===== src/rtl/mul_add_pkg.sv =====
// Shared types and constants for the shift-add multiply-accumulate unit.
package mul_add_pkg;

    localparam int unsigned DEF_WIDTH = 32;

    typedef enum logic [1:0] {
        IDLE = 2'd0,
        CALC = 2'd1,
        DONE = 2'd2
    } state_t;

    // Ceiling log2, used to size the bit counter (WIDTH >= 2 gives at least 1 bit).
    function automatic int unsigned clog2(input int unsigned value);
        int unsigned r;
        r = 0;
        for (int unsigned v = value - 1; v > 0; v = v >> 1) begin
            r = r + 1;
        end
        return r;
    endfunction

endpackage


===== src/rtl/mul_add_datapath.sv =====
// Operand shift registers, accumulator and adder for the iterative multiply-accumulate.
module mul_add_datapath
    import mul_add_pkg::*;
#(
    parameter int unsigned WIDTH = DEF_WIDTH
) (
    input  logic                 clk,
    input  logic                 rst_n,
    input  logic                 load,
    input  logic                 step,
    input  logic [WIDTH-1:0]     multiplicand,
    input  logic [WIDTH-1:0]     multiplier,
    input  logic [WIDTH-1:0]     addend,
    output logic [2*WIDTH-1:0]   acc_next_c
);

    localparam int unsigned PW = 2 * WIDTH;

    logic [PW-1:0]    areg;
    logic [WIDTH-1:0] breg;
    logic [PW-1:0]    acc;

    // Accumulator value after the current step; the sum never carries out of PW bits.
    always_comb begin
        acc_next_c = acc;
        if (breg[0]) begin
            acc_next_c = acc + areg;
        end
    end

    // Load operands on request, otherwise shift one multiplier bit per step.
    always_ff @(posedge clk or negedge rst_n) begin
        if (!rst_n) begin
            areg <= '0;
            breg <= '0;
            acc  <= '0;
        end else if (load) begin
            areg <= PW'(multiplicand);
            breg <= multiplier;
            acc  <= PW'(addend);
        end else if (step) begin
            acc  <= acc_next_c;
            areg <= areg << 1;
            breg <= breg >> 1;
        end
    end

endmodule


===== src/rtl/mul_add.sv =====
// Sequential product = multiplicand * multiplier + addend with a start/done handshake.
module mul_add
    import mul_add_pkg::*;
#(
    parameter int unsigned WIDTH = DEF_WIDTH
) (
    input  logic                 clk,
    input  logic                 rst_n,
    input  logic                 start,
    input  logic [WIDTH-1:0]     multiplicand,
    input  logic [WIDTH-1:0]     multiplier,
    input  logic [WIDTH-1:0]     addend,
    output logic                 busy,
    output logic                 done,
    output logic [2*WIDTH-1:0]   product,
    output logic                 overflow
);

    localparam int unsigned CNT_W = clog2(WIDTH);
    localparam int unsigned PW    = 2 * WIDTH;

    state_t           state;
    state_t           state_next;
    logic [CNT_W-1:0] cnt;
    logic [CNT_W-1:0] cnt_next;
    logic             load;
    logic             step;
    logic             write;
    logic [PW-1:0]    acc_next_c;

    mul_add_datapath #(
        .WIDTH (WIDTH)
    ) u_datapath (
        .clk          (clk),
        .rst_n        (rst_n),
        .load         (load),
        .step         (step),
        .multiplicand (multiplicand),
        .multiplier   (multiplier),
        .addend       (addend),
        .acc_next_c   (acc_next_c)
    );

    // Next-state, counter and datapath control; start is only honoured in IDLE.
    always_comb begin
        state_next = state;
        cnt_next   = cnt;
        load       = 1'b0;
        step       = 1'b0;
        write      = 1'b0;
        case (state)
            IDLE: begin
                if (start) begin
                    load       = 1'b1;
                    cnt_next   = '0;
                    state_next = CALC;
                end
            end
            CALC: begin
                step     = 1'b1;
                cnt_next = cnt + CNT_W'(1);
                if (cnt == CNT_W'(WIDTH - 1)) begin
                    write      = 1'b1;
                    state_next = DONE;
                end
            end
            DONE: begin
                state_next = IDLE;
            end
            default: begin
                state_next = IDLE;
            end
        endcase
    end

    // State and bit counter registers.
    always_ff @(posedge clk or negedge rst_n) begin
        if (!rst_n) begin
            state <= IDLE;
            cnt   <= '0;
        end else begin
            state <= state_next;
            cnt   <= cnt_next;
        end
    end

    // Registered handshake flags and result, which holds until the next write.
    always_ff @(posedge clk or negedge rst_n) begin
        if (!rst_n) begin
            busy     <= 1'b0;
            done     <= 1'b0;
            product  <= '0;
            overflow <= 1'b0;
        end else begin
            busy <= (state != IDLE);
            done <= (state == DONE);
            if (write) begin
                product  <= acc_next_c;
                overflow <= |acc_next_c[PW-1:WIDTH];
            end
        end
    end

endmodule


===== config.mk =====
export PLATFORM = sky130hd
export DESIGN_NAME = mul_add
export DESIGN_NICKNAME = d
export VERILOG_FILES = /design/src/rtl/mul_add_pkg.sv /design/src/rtl/mul_add_datapath.sv /design/src/rtl/mul_add.sv
export SDC_FILE = /design/constraint.sdc
export NUM_CORES = 1
export LEC_CHECK = 0
export ABC_AREA = 1
export BUFFER_PORTS_ARGS = -buffer_cell sky130_fd_sc_hd__buf_2
export CORE_MARGIN = 1.5
export CORE_UTILIZATION = 40
export CTS_CLUSTER_SIZE = 16
export DETAILED_ROUTE_END_ITERATION = 10
export PLACE_DENSITY_LB_ADDON = 0.25
export SYNTH_ARGS = -nofsm -noshare
export SYNTH_HDL_FRONTEND = slang
export SYNTH_HIERARCHICAL = 1
export SYNTH_SLANG_ARGS = --single-unit
export TNS_END_PERCENT = 20

===== constraint.sdc =====
create_clock -name clk -period 3.2 [get_ports clk]
set_clock_uncertainty 0.2 [all_clocks]
set_input_delay 0.32 -clock clk [delete_from_list [all_inputs] [get_ports clk]]
set_output_delay 0.32 -clock clk [all_outputs]
set_load 0.05 [all_outputs]

==> results of run 1 <==
-- path summary, 6_finish.rpt --
kind                               startpoint                   to  slack, ns
max in group asynchronous               rst_n          product[48]       1.76
min in group clk                   product[8]           product[8]       0.28
min                                     rst_n  u_datapath/breg[24]       0.11
min reg2reg                        product[8]           product[8]       0.28
max reg2reg                u_datapath/areg[8]             overflow       0.15
max                        u_datapath/areg[8]             overflow       0.15
-- logic make-up (layout without fill, tap and decap cells) --
logic type | Yosys count | in the layout
compound gates | 251 | 251
xor+xnor | 30 | 30
fa+ha+maj | 66 | 66
buf+inv | 524 | 850
flops | 234 | 234
simple gates | 1357 | 1357
-- worst register-to-register path, delay by kind of cell (launching register included) --
kind | cells | cell delay, ns
fa+ha+maj | 1 | 0.34
flops | 1 | 0.39
simple gates | 17 | 1.97
buf+inv | 1 | 0.05
-- state kept, by name, indices dropped and copies added (netlist names) --
name and flops:
busy 1, cnt 5, done 1, overflow 1
product 64, state 2, u_datapath/acc 64, u_datapath/areg 64
u_datapath/breg 32
-- metal layers --
layer	vias to the layer above	wire length, um	track usage (%)
li1	8188	-	-
met1	7561	26770	39.49
met2	430	23930	41.13
met3	63	3737	4.066
met4	0	1151	6.355
met5	-	0	0
-- synthesized netlist by cell type, drive strengths merged --
library cell and instances:
o211ai 15, nand2 982, or2 42, nand3 119
a22o 4, a21boi 5, and2 30, o21bai 2
o221ai 26, a22oi 22, nor3 12, xor2 15
clkinv 1, o22ai 63, fa 1, ha 65
inv 452, nor4 2, nand3b 2, nor2 166
o21ai 50, dfrtp 234, a21oi 60, o21a 4
xnor2 15, buf 19, nand4 2, clkbuf 52
-- final cells by class --
class                           count  share of cell area (%)
Clock inverter                     13                  0.5827
Multi-Input combinational cell   1704                   42.88
Clock buffer                       37                   3.901
Sequential cell                   234                   28.71
Inverter                          453                   8.336
Tap cell                          525                   3.220
Timing Repair Buffer              347                   12.37
-- cells in the final DEF (no fill, tap or decap), drive strengths merged, types with 5 or more instances in the layout --
cell           n
nor2         166
inv          454
clkbuf        37
nand2        982
xor2          15
and2          30
or2           42
o211ai        15
o22ai         63
o221ai        26
dlygate4sd3   98
a22oi         22
nand3        119
a21oi         60
xnor2         15
clkinv         7
dfrtp        234
a21boi         5
o21ai         50
buf          249
ha            65
nor3          12
-- through the flow --
stage | setup TNS (ns) | cell area [um2] | util (%)
floorplan | 0 | 16220 | -
global placement | -0.1104 | 18040 | 45.21
detailed placement | -0.1318 | 18040 | 45.21
CTS | 0 | 19950 | 49.99
global route | -0.01185 | 20400 | 51.10
finish | 0 | 20400 | 51.10
-- what timing repair did --
| action | in CTS | in global routing |
|---|---|---|
| endpoints found under the setup margin | 1 | 2 |
| hold buffers | 98 | 0 |
| buffers inserted | 0 | 4 |
| pin swaps | 0 | 9 |
| hold endpoints to repair | 293 | 0 |
| resized for setup | 4 | 112 |
==> summary.txt, run 1 <==
GRT
  • Global-route congestion overflow total: 0
  • Maximum number of pins on one net before global-route repair: a little over 70
  • Total routing usage reported by global routing: between 20% and 30%
  • Global-route wire length before repair: between 80 and 90 mm
  • Via count of the first global-routing pass: between 15000 and 20000
  • Antenna violations before repair: 0

Clock network
  • Number of clock sinks seen by CTS: about 230
  • CTS tree: yes
  • Largest buffer count on any clock path: 3
  • Clock input transition at the sequential cells of the worst setup and hold paths: around 0.06 ns
  • Htree depth: 1
  • Clk Tree Root Cell: sky130_fd_sc_hd__clkbuf_16
  • Clock buffers created by TritonCTS: 28
  • Worst-Skew Late Latency: between 0.5 and 0.6 ns

Timing
  • Final count of negative-setup-slack endpoints: 0
  • Post-layout minimum cycle time: 3.053 ns
  • Max-slew violation count: 0
  • Final setup slack of the worst path: ~0.15 ns
  • Upper clock frequency limit: 327.6 MHz
  • Slew of the pin with the lowest slew margin: 1.265 ns
  • Final worst path period share: between 90% and 100%
  • Final-layout worst hold slack: ~0.11 ns
  • Slew headroom: 15.69%
  • Number of hold-slack violations in the final timing report: 0

Critical path
  • Worst path cell trace: ha_1, nand2_2, inv_1, nand2_1, nand2_1, nand3b_1, nand2_1, nand2_1, nand2_1, nand2_1, nand2_1, nand3_1, and2_1, nor2_1, nand2_1, nor2_2, nand2_1, nor2_1, nor2_1
  • Critical path depth: 19
  • Crit path arrival time: around 3.3 ns
  • Cells on worst reg2reg path: 19
  • CP max stage delay: just under 0.4 ns
  • CP endpoint kind: register
  • Critical path buffers and inverters: 1
  • Startpoint-to-endpoint class of the critical path: register to register
  • Category of cells accounting for the largest share of critical-path delay: simple AND/OR/NAND/NOR gates
  • Cell with the most instances on the worst path: sky130_fd_sc_hd__nand2_1
  • Required time of the critical path: 3.46 ns
  • Setup crit start kind: register
  • CP Max Fanout: 3
  • Critical-path top delay cell: sky130_fd_sc_hd__dfrtp_1

Logic synthesis
  • Fraction of the mapped netlist area in compound gates: about a tenth
  • Gate count of the mapped netlist: 2462
  • Count of synthesis-stage warnings from yosys: 6
  • Largest family of logic cells by synthesized area: simple AND/OR/NAND/NOR gates
  • Largest cells by area after synthesis: sky130_fd_sc_hd__dfrtp_1, sky130_fd_sc_hd__nand2_1, sky130_fd_sc_hd__inv_1
  • Post-synth top area share: between 30 and 40%
  • Number of distinct library cells after synthesis: 40
  • Syn Std Cell Area: approximately 16000 um2
  • Parity-gate share of the synthesized area counting xor and xnor cells: between 1.5 and 2%
  • Post-synthesis area per instance: 6.588 um2
  • Yosys top cell by area: sky130_fd_sc_hd__dfrtp_1
  • Sequential-to-total area share from yosys stat: 36.10%
  • Synth Area in Simple Gates: about a third
  • Adder-cell share of the synthesized area: approximately 5.1%
  • #FFs+latches synth: between 200 and 250
  • Post-synthesis net count: roughly 2600
  • Post-synthesis mux area share: 0%

Drt
  • Avg WL per Cell: 16.78 um
  • Via density per instance: roughly 5
  • Initial DRC count: 1160
  • Detailed-route wire length: 55.58 mm
  • Residual antenna-violating net count after detailed routing: 0
  • DRT Pass-1 Iters: 5
  • Remaining design rule violation count: 0
  • Via count: 16240

Floorplan
  • Die width: between 200 and 250 um
  • Area enclosed by the die boundary: 41770 um2
  • Boundary pin count: between 150 and 200
  • Std-Cell Rows: 73
  • Core box area: approximately 40000 um2
  • Die Ht: just over 200 um
  • Initial Utilization: around 41%

Placed design
  • Routability congestion estimate: 0.9325
  • Placed instance count: between 3000 and 4000
  • Setup WS pre-CTS: -0.1318 ns
  • HPWL after DPL: 42.06 mm
  • Port Buffer Count: roughly 170

Finish
  • Final non-filler cell total: about 3300
  • Area overhead of the layout relative to synthesis: 25.75%
  • Area used by multi-input combinational logic: slightly below 9000 um2
  • Total Nets Final: 2933
  • Number of antenna diodes: 0
  • Fraction of final layout cells with drive strength greater than 1: 18.15%
  • Number of inserted filler cells in the final layout: 4040
  • Seq. cell area: a little under 6000 um2

Job
  • Reported max-cap violation count: 0

Outcome
  • Status: complete, no violations

Worst hold path
  • Min-Delay Path Class: input port to asynchronous set/reset pin
Power of run 1 is not shown: default switching activity piles up to over one toggle a cycle in this logic, so the estimate is an artifact.
==> run 2, diff against run 1 <==
--- a/config.mk
+++ b/config.mk
@@ -5,7 +5,6 @@
 export SDC_FILE = /design/constraint.sdc
 export NUM_CORES = 1
 export LEC_CHECK = 0
-export ABC_AREA = 1
 export BUFFER_PORTS_ARGS = -buffer_cell sky130_fd_sc_hd__buf_2
 export CORE_MARGIN = 1.5
 export CORE_UTILIZATION = 40
@@ -16,4 +15,4 @@
 export SYNTH_HDL_FRONTEND = slang
 export SYNTH_HIERARCHICAL = 1
 export SYNTH_SLANG_ARGS = --single-unit
-export TNS_END_PERCENT = 20
+export TNS_END_PERCENT = 5
==> run 2 against run 1 <==
  * The run now ends with negative setup slack left
  * Routed wire length fell by 20%
  * First-iteration DRC count fell by 37%
  * Global-route usage fell by 3.6 points
  * Synthesized cell count fell by 39%
  * Hold slack improved by 0.014 ns
  * Sequential cell count did not move
  * Largest cell class unchanged
  * Critical path type unchanged
  * Via count fell by 18%
  * Core utilization rose by 7.1 points
  * Final area rose by 4.0%
  * Sequential share of layout area fell by 1.1 points
==> summary.txt, run 2 <==
Outcome
  • Status: complete, but fails checks
  • Violations in the final reports: negative setup slack

Critical path
  • CP Max Fanout: 2 (-1)
  • CP max stage delay: 0.42 ns (+0.03 ns)
  • Startpoint-to-endpoint class of the critical path: register to register
  • Crit path arrival time: 4.09 ns (+0.78 ns)
  • Required time of the critical path: 3.43 ns (-0.03 ns)
  • Worst path cell trace: ha_4, and2_4, a221oi_2, buf_4, a2111o_1, o21a_1, buf_6, o41ai_4, a31oi_2, xnor2_1, mux2_2, nor4_4, and4_4, a31oi_1
  • CP endpoint kind: register
  • Worst reg-to-reg setup slack: -0.65 ns (-0.80 ns)
  • Critical-path top delay cell: sky130_fd_sc_hd__dfrtp_1
  • Setup crit start kind: register
  • Critical path buffers and inverters: 2 (+1)
  • Category of cells accounting for the largest share of critical-path delay: compound AO/OA/AOI/OAI gates

Clock network
  • Clock buffers created by TritonCTS: 27 (-3.6%)
  • Worst-Skew Late Latency: 0.57 ns (about the same)
  • Clock input transition at the sequential cells of the worst setup and hold paths: 0.07 ns (about the same)
  • Clk Tree Root Cell: sky130_fd_sc_hd__clkbuf_16
  • Number of clock sinks seen by CTS: 234 (unchanged)
  • CTS tree: yes
  • Largest buffer count on any clock path: 3 (unchanged)
  • Htree depth: 1 (unchanged)

Power and ir drop
  • LEAKAGE: 10.78 nW
  • Ratio of total power to cell area: 1230 nW/um2
  • Power, Total: ~26 mW
  • Worst-case vdd ir drop: around 0.89 mV

Floorplan
  • Std-Cell Rows: 70 (-4.1%)
  • Initial Utilization: 40.37% (-0.27 points)
  • Die Ht: 194.8 um (-4.7%)
  • Boundary pin count: 166 (unchanged)
  • Die width: 194.8 um (-4.7%)
  • Area enclosed by the die boundary: 37930 um2 (-9.2%)
  • Core box area: 36430 um2 (-8.7%)

Logic synthesis
  • Count of synthesis-stage warnings from yosys: 6 (unchanged)
  • Number of synthesized flops with an enable pin: 0 (unchanged)
  • Gate count of the mapped netlist: 1506 (-39%)
  • Main synth FF type: sky130_fd_sc_hd__dfrtp_1
  • Sequential-to-total area share from yosys stat: 39.81% (+3.7 points)
  • Yosys top cell by area: sky130_fd_sc_hd__dfrtp_1
  • #FFs+latches synth: 234 (unchanged)
  • Post-synth top area share: 39.81% (+3.7 points)
  • Post-synthesis area per instance: 9.766 um2 (+48%)
  • Number of distinct library cells after synthesis: 74 (+85%)
  • Proportion of synthesized flip-flops having asynchronous set or reset: 100.0% (unchanged)
  • Syn Std Cell Area: 14710 um2 (-9.3%)
  • Post-synthesis net count: 1671 (-36%)
  • Top cells by instance count after synthesis: sky130_fd_sc_hd__dfrtp_1, sky130_fd_sc_hd__nand2_1, sky130_fd_sc_hd__o21ai_0, sky130_fd_sc_hd__mux2i_1, sky130_fd_sc_hd__a21oi_1
  • Most numerous cell in the Yosys netlist: sky130_fd_sc_hd__dfrtp_1
  • Largest cells by area after synthesis: sky130_fd_sc_hd__dfrtp_1, sky130_fd_sc_hd__mux2i_1, sky130_fd_sc_hd__mux2_4

Placed design
  • Routability congestion estimate: 0.9247 (-0.84%)
  • Port Buffer Count: 165 (unchanged)
  • HPWL after DPL: 31.35 mm (-25%)
  • Placed instance count: 2395 (-24%)
  • Placed cell areas: 18520 um2 (+2.6%)

GRT
  • Global-route wire length before repair: 71.48 mm (-18%)
  • Antenna violations before repair: 0 (unchanged)
  • Global-route congestion overflow total: 0 (unchanged)
  • Total routing usage reported by global routing: 23.27% (-3.6 points)
  • Via count of the first global-routing pass: 13760 (-13%)
  • Maximum number of pins on one net before global-route repair: 129 (+82%)

Drt
  • Via density per instance: 5.252 (+7.1%)
  • DRT Pass-1 Iters: 5 (unchanged)
  • Remaining design rule violation count: 0 (unchanged)
  • Residual antenna-violating net count after detailed routing: 0 (unchanged)
  • Via count: 13380 (-18%)
  • Detailed-route wire length: 44.58 mm (-20%)
  • Initial DRC count: 730 (-37%)
  • Avg WL per Cell: 17.50 um (+4.3%)

Finish
  • Most frequent cells in the layout: sky130_fd_sc_hd__buf_4, sky130_fd_sc_hd__dfrtp_1, sky130_fd_sc_hd__nand2_1
  • Number of inserted filler cells in the final layout: 3136 (-22%)
  • Leading cell type in the layout, fill and taps excluded: sky130_fd_sc_hd__buf_4
  • Fraction of final layout cells with drive strength greater than 1: 38.27% (+20 points)
  • Number of antenna diodes: 0 (unchanged)
  • Largest registers: product x64, u_datapath/acc x64, u_datapath/areg x64
  • Area of all placed cells without fillers: 21200 um2 (+4.0%)
  • Area overhead of the layout relative to synthesis: 44.16%
  • Total Nets Final: 2225 (-24%)
  • Final non-filler cell total: 2548 (-23%)

Job
  • Reported max-cap violation count: 0 (unchanged)

Timing
  • Final-layout worst hold slack: 0.1208 ns (+0.01399 ns)
  • Final count of negative-setup-slack endpoints: 47 (+47)
  • Final worst path period share: 120.4% (+25 points)
  • Post-layout minimum cycle time: 3.852 ns (+0.7989 ns)
  • Slew headroom: 39.05% (+23 points)
  • Slew of the pin with the lowest slew margin: 0.9142 ns (-0.3504 ns)
  • Final setup slack of the worst path: -0.6516 ns (-0.7989 ns)
  • Number of hold-slack violations in the final timing report: 0 (unchanged)
  • RSZ-0062 raised after global routing: true
  • Upper clock frequency limit: 259.6 MHz (-21%)
  • Total negative slack for setup checks: -10.88 ns (-10.88 ns)
  • Max-slew violation count: 0 (unchanged)

Worst hold path
  • Min-Delay Path Class: input port to register
[run 2: cell count changes after synthesis, moves of 62 or more]
cell / previous run / this run
sky130_fd_sc_hd__nand2_1: 963 / 213
sky130_fd_sc_hd__nand3_1: 110 / 18
sky130_fd_sc_hd__inv_1: 445 / 28
sky130_fd_sc_hd__mux2i_1: 0 / 128
sky130_fd_sc_hd__o21ai_0: 36 / 133
sky130_fd_sc_hd__o22ai_1: 63 / 0
sky130_fd_sc_hd__nor2_1: 150 / 74
sky130_fd_sc_hd__mux2_2: 0 / 62
[run 2: cells by family (layout without fill, tap and decap cells)]
group	count (synthesis)	in the layout	share of synthesized area, %
DFF	234	234	39.81
xor gates and xnor gates	58	58	3.454
buffers and inverters	124	698	3.692
muxes	249	249	19.46
adders and majority gates	66	66	5.666
and+or+nand+nor	399	399	12.15
AOI/OAI and AO/OA	376	376	15.77
[run 2: worst reg2reg max path, cell delays in order, from the launching register on]
cell                       delay [ns]
sky130_fd_sc_hd__dfrtp_1         0.42
sky130_fd_sc_hd__ha_4            0.28
sky130_fd_sc_hd__and2_4          0.15
sky130_fd_sc_hd__a221oi_2        0.07
sky130_fd_sc_hd__buf_4           0.14
sky130_fd_sc_hd__a2111o_1        0.42
sky130_fd_sc_hd__o21a_1          0.15
sky130_fd_sc_hd__buf_6           0.13
sky130_fd_sc_hd__o41ai_4         0.32
sky130_fd_sc_hd__a31oi_2         0.20
sky130_fd_sc_hd__xnor2_1         0.19
sky130_fd_sc_hd__mux2_2          0.33
sky130_fd_sc_hd__nor4_4          0.34
sky130_fd_sc_hd__and4_4          0.30
sky130_fd_sc_hd__a31oi_1         0.08
[run 2: final timing paths]
path | start | end | depth (start not counted)
worst max-delay path | u_datapath/areg[4] | overflow | 14
worst min-delay path | start | state[0] | 3
worst max register to register | u_datapath/areg[4] | overflow | 14
worst min register to register | cnt[3] | cnt[3] | 1
max in group asynchronous | rst_n | u_datapath/acc[1] | 3
min in group asynchronous | rst_n | product[37] | 2
[run 2: timing repair]
item / in CTS / in global routing
pin swaps: 24 / 30
buffers inserted: 4 / 3
resized for setup: 67 / 56
hold endpoints to repair: 192 / 0
hold buffers: 97 / 0
endpoints found under the setup margin: 63 / 69
[run 2: final cells by class]
| cell class | instances | area, um2 | share of cell area (%) |
|---|---|---|---|
| clock buffers | 32 | 724.4 | 3.417 |
| clock inverters | 17 | 306.5 | 1.446 |
| inverters | 30 | 127.6 | 0.6019 |
| multi-input cells | 1148 | 8979 | 42.35 |
| flip-flops and latches | 234 | 5858 | 27.63 |
| well taps | 468 | 585.6 | 2.762 |
| repair buffers | 619 | 4622 | 21.80 |
[run 2: metrics by stage]
step                worst slack (ns)  util (%)
floorplan                    -0.3085         -
global placement             -0.9421     50.82
detailed placement            -1.011     50.82
CTS                          -0.6545     57.36
global route                 -0.8031     58.19
finish                       -0.6516     58.19
[run 2: metal layers]
layer | vias up | wire length, um | global-route usage, %
li1 | 6528 | - | -
met1 | 6505 | 20610 | 31.50
met2 | 291 | 21160 | 39.44
met3 | 59 | 1684 | 2.759
met4 | 0 | 1128 | 6.173
met5 | - | 0 | 0
[run 2: report_power, final]
| group | leakage [nW] | internal [mW] | switching [mW] |
|---|---|---|---|
| sequential | 2.92 | 4.34 | 0.962 |
| clock | 0.507 | 2.26 | 1.34 |
| combinational | 7.35 | 8.12 | 9.05 |
| total | 10.8 | 14.7 | 11.3 |
Note: power is estimated with default switching activity, not from simulation.
==> run 3, diff against run 2 <==
--- a/config.mk
+++ b/config.mk
@@ -6,6 +6,7 @@
 export NUM_CORES = 1
 export LEC_CHECK = 0
 export BUFFER_PORTS_ARGS = -buffer_cell sky130_fd_sc_hd__buf_2
+export CORE_ASPECT_RATIO = 1.1
 export CORE_MARGIN = 1.5
 export CORE_UTILIZATION = 40
 export CTS_CLUSTER_SIZE = 16
==> run 3 against run 2 <==
  * The flow still finishes with violations (negative setup slack)
  * Clock power fell by 8.1%
  * Highest routed layer unchanged
  * Sequential cell count did not move
  * Critical endpoint unchanged
  * Fmax fell by 2.5%
==> summary.txt, run 3 (synthesis gave the netlist of run 2 again) <==
Clock network
  • Number of clock sinks seen by CTS: 234 (unchanged)
  • Clock buffers created by TritonCTS: 28 (+3.7%)
  • CTS tree: yes
  • Clk Tree Root Cell: sky130_fd_sc_hd__clkbuf_16
  • Largest buffer count on any clock path: 3 (unchanged)
  • Clock input transition at the sequential cells of the worst setup and hold paths: 0.06 ns (about the same)
  • Worst-Skew Late Latency: 0.57 ns (about the same)
  • Htree depth: 1 (unchanged)

Floorplan
  • Initial Utilization: 40.66% (+0.30 points)
  • Core box area: 36170 um2 (-0.73%)
  • Die width: 185.8 um (-4.6%)
  • Std-Cell Rows: 73 (+4.3%)
  • Die Ht: 204.1 um (+4.8%)
  • Area enclosed by the die boundary: 37930 um2 (about the same)
  • Boundary pin count: 166 (unchanged)

Finish
  • Area used by multi-input combinational logic: 9131 um2 (+1.7%)
  • Seq. cell area: 5859 um2 (about the same)
  • Leading cell type in the layout, fill and taps excluded: sky130_fd_sc_hd__buf_4
  • Largest registers: product x64, u_datapath/acc x64, u_datapath/areg x64
  • Total Nets Final: 2231 (+0.27%)
  • Area overhead of the layout relative to synthesis: 44.93%
  • Fraction of final layout cells with drive strength greater than 1: 39.51% (+1.2 points)
  • Most frequent cells in the layout: sky130_fd_sc_hd__buf_4, sky130_fd_sc_hd__dfrtp_1, sky130_fd_sc_hd__nand2_1
  • Final non-filler cell total: 2576 (+1.1%)
  • Number of inserted filler cells in the final layout: 3083 (-1.7%)

Worst hold path
  • Min-Delay Path Class: input port to register
  • Capture endpoint of the worst hold path: state[0]
  • Worst hold path startpoint: start
  • Worst Hold Depth: 3 (unchanged)

Drt
  • Avg WL per Cell: 17.20 um (-1.7%)
  • Initial DRC count: 676 (-7.4%)
  • Residual antenna-violating net count after detailed routing: 0 (unchanged)
  • Via count: 13460 (+0.56%)
  • Remaining design rule violation count: 0 (unchanged)
  • DRT Pass-1 Iters: 7 (+2)
  • Via density per instance: 5.224 (-0.53%)
  • Detailed-route wire length: 44.31 mm (-0.62%)

Timing
  • Final setup slack of the worst path: -0.7496 ns (-0.09793 ns)
  • RSZ-0062 raised after global routing: true
  • Number of hold-slack violations in the final timing report: 0 (unchanged)
  • Slew of the pin with the lowest slew margin: 0.9163 ns (+0.002081 ns)
  • Max-slew violation count: 0 (unchanged)
  • Slew headroom: 38.84% (-0.21 points)
  • Post-layout minimum cycle time: 3.950 ns (+0.09793 ns)
  • Final count of negative-setup-slack endpoints: 43 (-8.5%)
  • Upper clock frequency limit: 253.2 MHz (-2.5%)
  • Final worst path period share: 123.4% (+3.1 points)

GRT
  • Antenna violations before repair: 0 (unchanged)
  • Global-route congestion overflow total: 0 (unchanged)
  • Total routing usage reported by global routing: 23.54% (+0.27 points)
  • Maximum number of pins on one net before global-route repair: 86 (-33%)
  • Via count of the first global-routing pass: 13870 (+0.85%)
  • Global-route wire length before repair: 71.76 mm (+0.39%)

Critical path
  • Worst path cell trace: ha_4, fa_2, a21o_1, nand3_2, a211o_1, a2111oi_4, o211ai_1, nand2_2, a2111o_1, a31o_4, xor2_1, mux2_4, nor4_4, and4_4, a31oi_1
  • CP endpoint kind: register
  • CP max stage delay: 0.41 ns (about the same)
  • CP Max Fanout: 4 (+2)
  • Reg2reg end: overflow
  • Critical-path top delay cell: sky130_fd_sc_hd__dfrtp_1
  • Cells on worst reg2reg path: 15 (+1)
  • Worst reg-to-reg setup slack: -0.75 ns (-0.10 ns)
  • Required time of the critical path: 3.42 ns (about the same)
  • Setup crit start kind: register
  • Setup crit start: u_datapath/areg[0]
  • Startpoint-to-endpoint class of the critical path: register to register
  • Crit path arrival time: 4.17 ns (+0.08 ns)
  • Startpoint of the worst-slack reg-to-reg timing path: u_datapath/areg[0]

Outcome
  • Status: complete, but fails checks
  • Violations in the final reports: negative setup slack

Power and ir drop
  • Ratio of total power to cell area: 1220 nW/um2 (-0.84%)
  • Power, Total: 26.00 mW (-0.31%)
  • LEAKAGE: 10.78 nW (about the same)
  • Worst-case vdd ir drop: 0.7428 mV (-16%)

Placed design
  • Setup WS pre-CTS: -1.055 ns (-0.04412 ns)
  • Placed instance count: 2406 (+0.46%)
  • HPWL after DPL: 31.18 mm (-0.51%)
  • Port Buffer Count: 165 (unchanged)
  • Routability congestion estimate: 0.9070 (-1.9%)

Job
  • Reported max-cap violation count: 0 (unchanged)
run 3: area by class of cell:
type                       count  area share [%]
clock buffer                  39           3.715
clock inverter                13          0.8394
multi-input combinational   1148           42.84
sequential                   234           27.49
antenna                        1         0.01174
tap                          487           2.858
timing repair buffer         624           21.65
inverter                      30          0.5987
run 3: worst max-delay path by stage:
stage	end	slack [ns]	depth (start not counted)
final	overflow	-0.75	15
after global routing	overflow	-0.94	15
after CTS	overflow	-0.76	14
after detailed placement	overflow	-1.06	15
after global placement	overflow	-1.01	15
after floorplan	overflow	-0.31	14
run 3: layer usage:
layer | track usage [%] | vias up | share of wire [%]
li1 | - | 6538 | -
met1 | 30.90 | 6527 | 45
met2 | 41.18 | 322 | 49
met3 | 2.352 | 71 | 3.6
met4 | 6.164 | 0 | 2.2
met5 | 0 | - | 0
run 3: timing repair:
| item | CTS | global route |
|---|---|---|
| setup endpoints to repair | 65 | 74 |
| hold buffers | 97 | 0 |
| pin swaps | 48 | 37 |
| buffers inserted | 21 | 3 |
| hold endpoints to repair | 166 | 0 |
| gates resized for setup | 115 | 45 |
run 3: per-stage QoR:
step | TNS, ns | util [%] | hold WS (ns) | cell area, um2
3_5_place_dp | -18.59 | 50.92 | 0.1389 | 18420
3_3_place_gp | -15.83 | 50.92 | 0.1404 | 18420
2_1_floorplan | -0.9618 | - | -0.1756 | 14770
6_report | -10.11 | 58.94 | 0.09746 | 21320
4_1_cts | -11.19 | 58.35 | 0.07708 | 21100
5_1_grt | -16.71 | 58.93 | 0.09743 | 21310
run 3: power breakdown:
group | switching [mW] | leakage [nW] | total, mW | internal (mW)
Clock | 1.33 | 0.462 | 3.31 | 1.98
Combinational | 9.06 | 7.40 | 17.3 | 8.26
Sequential | 1.03 | 2.92 | 5.37 | 4.34
Total | 11.4 | 10.8 | 26.0 | 14.6
run 3: worst max-delay path: cells and delay by family, from the launching register on:
family	cells	cell delay, ns
AO/OA/AOI/OAI	7	1.45
XOR/XNOR	1	0.13
adder cells (fa/ha/maj)	2	0.55
flip-flops	1	0.41
multiplexers	1	0.29
AND/OR/NAND/NOR	4	0.76
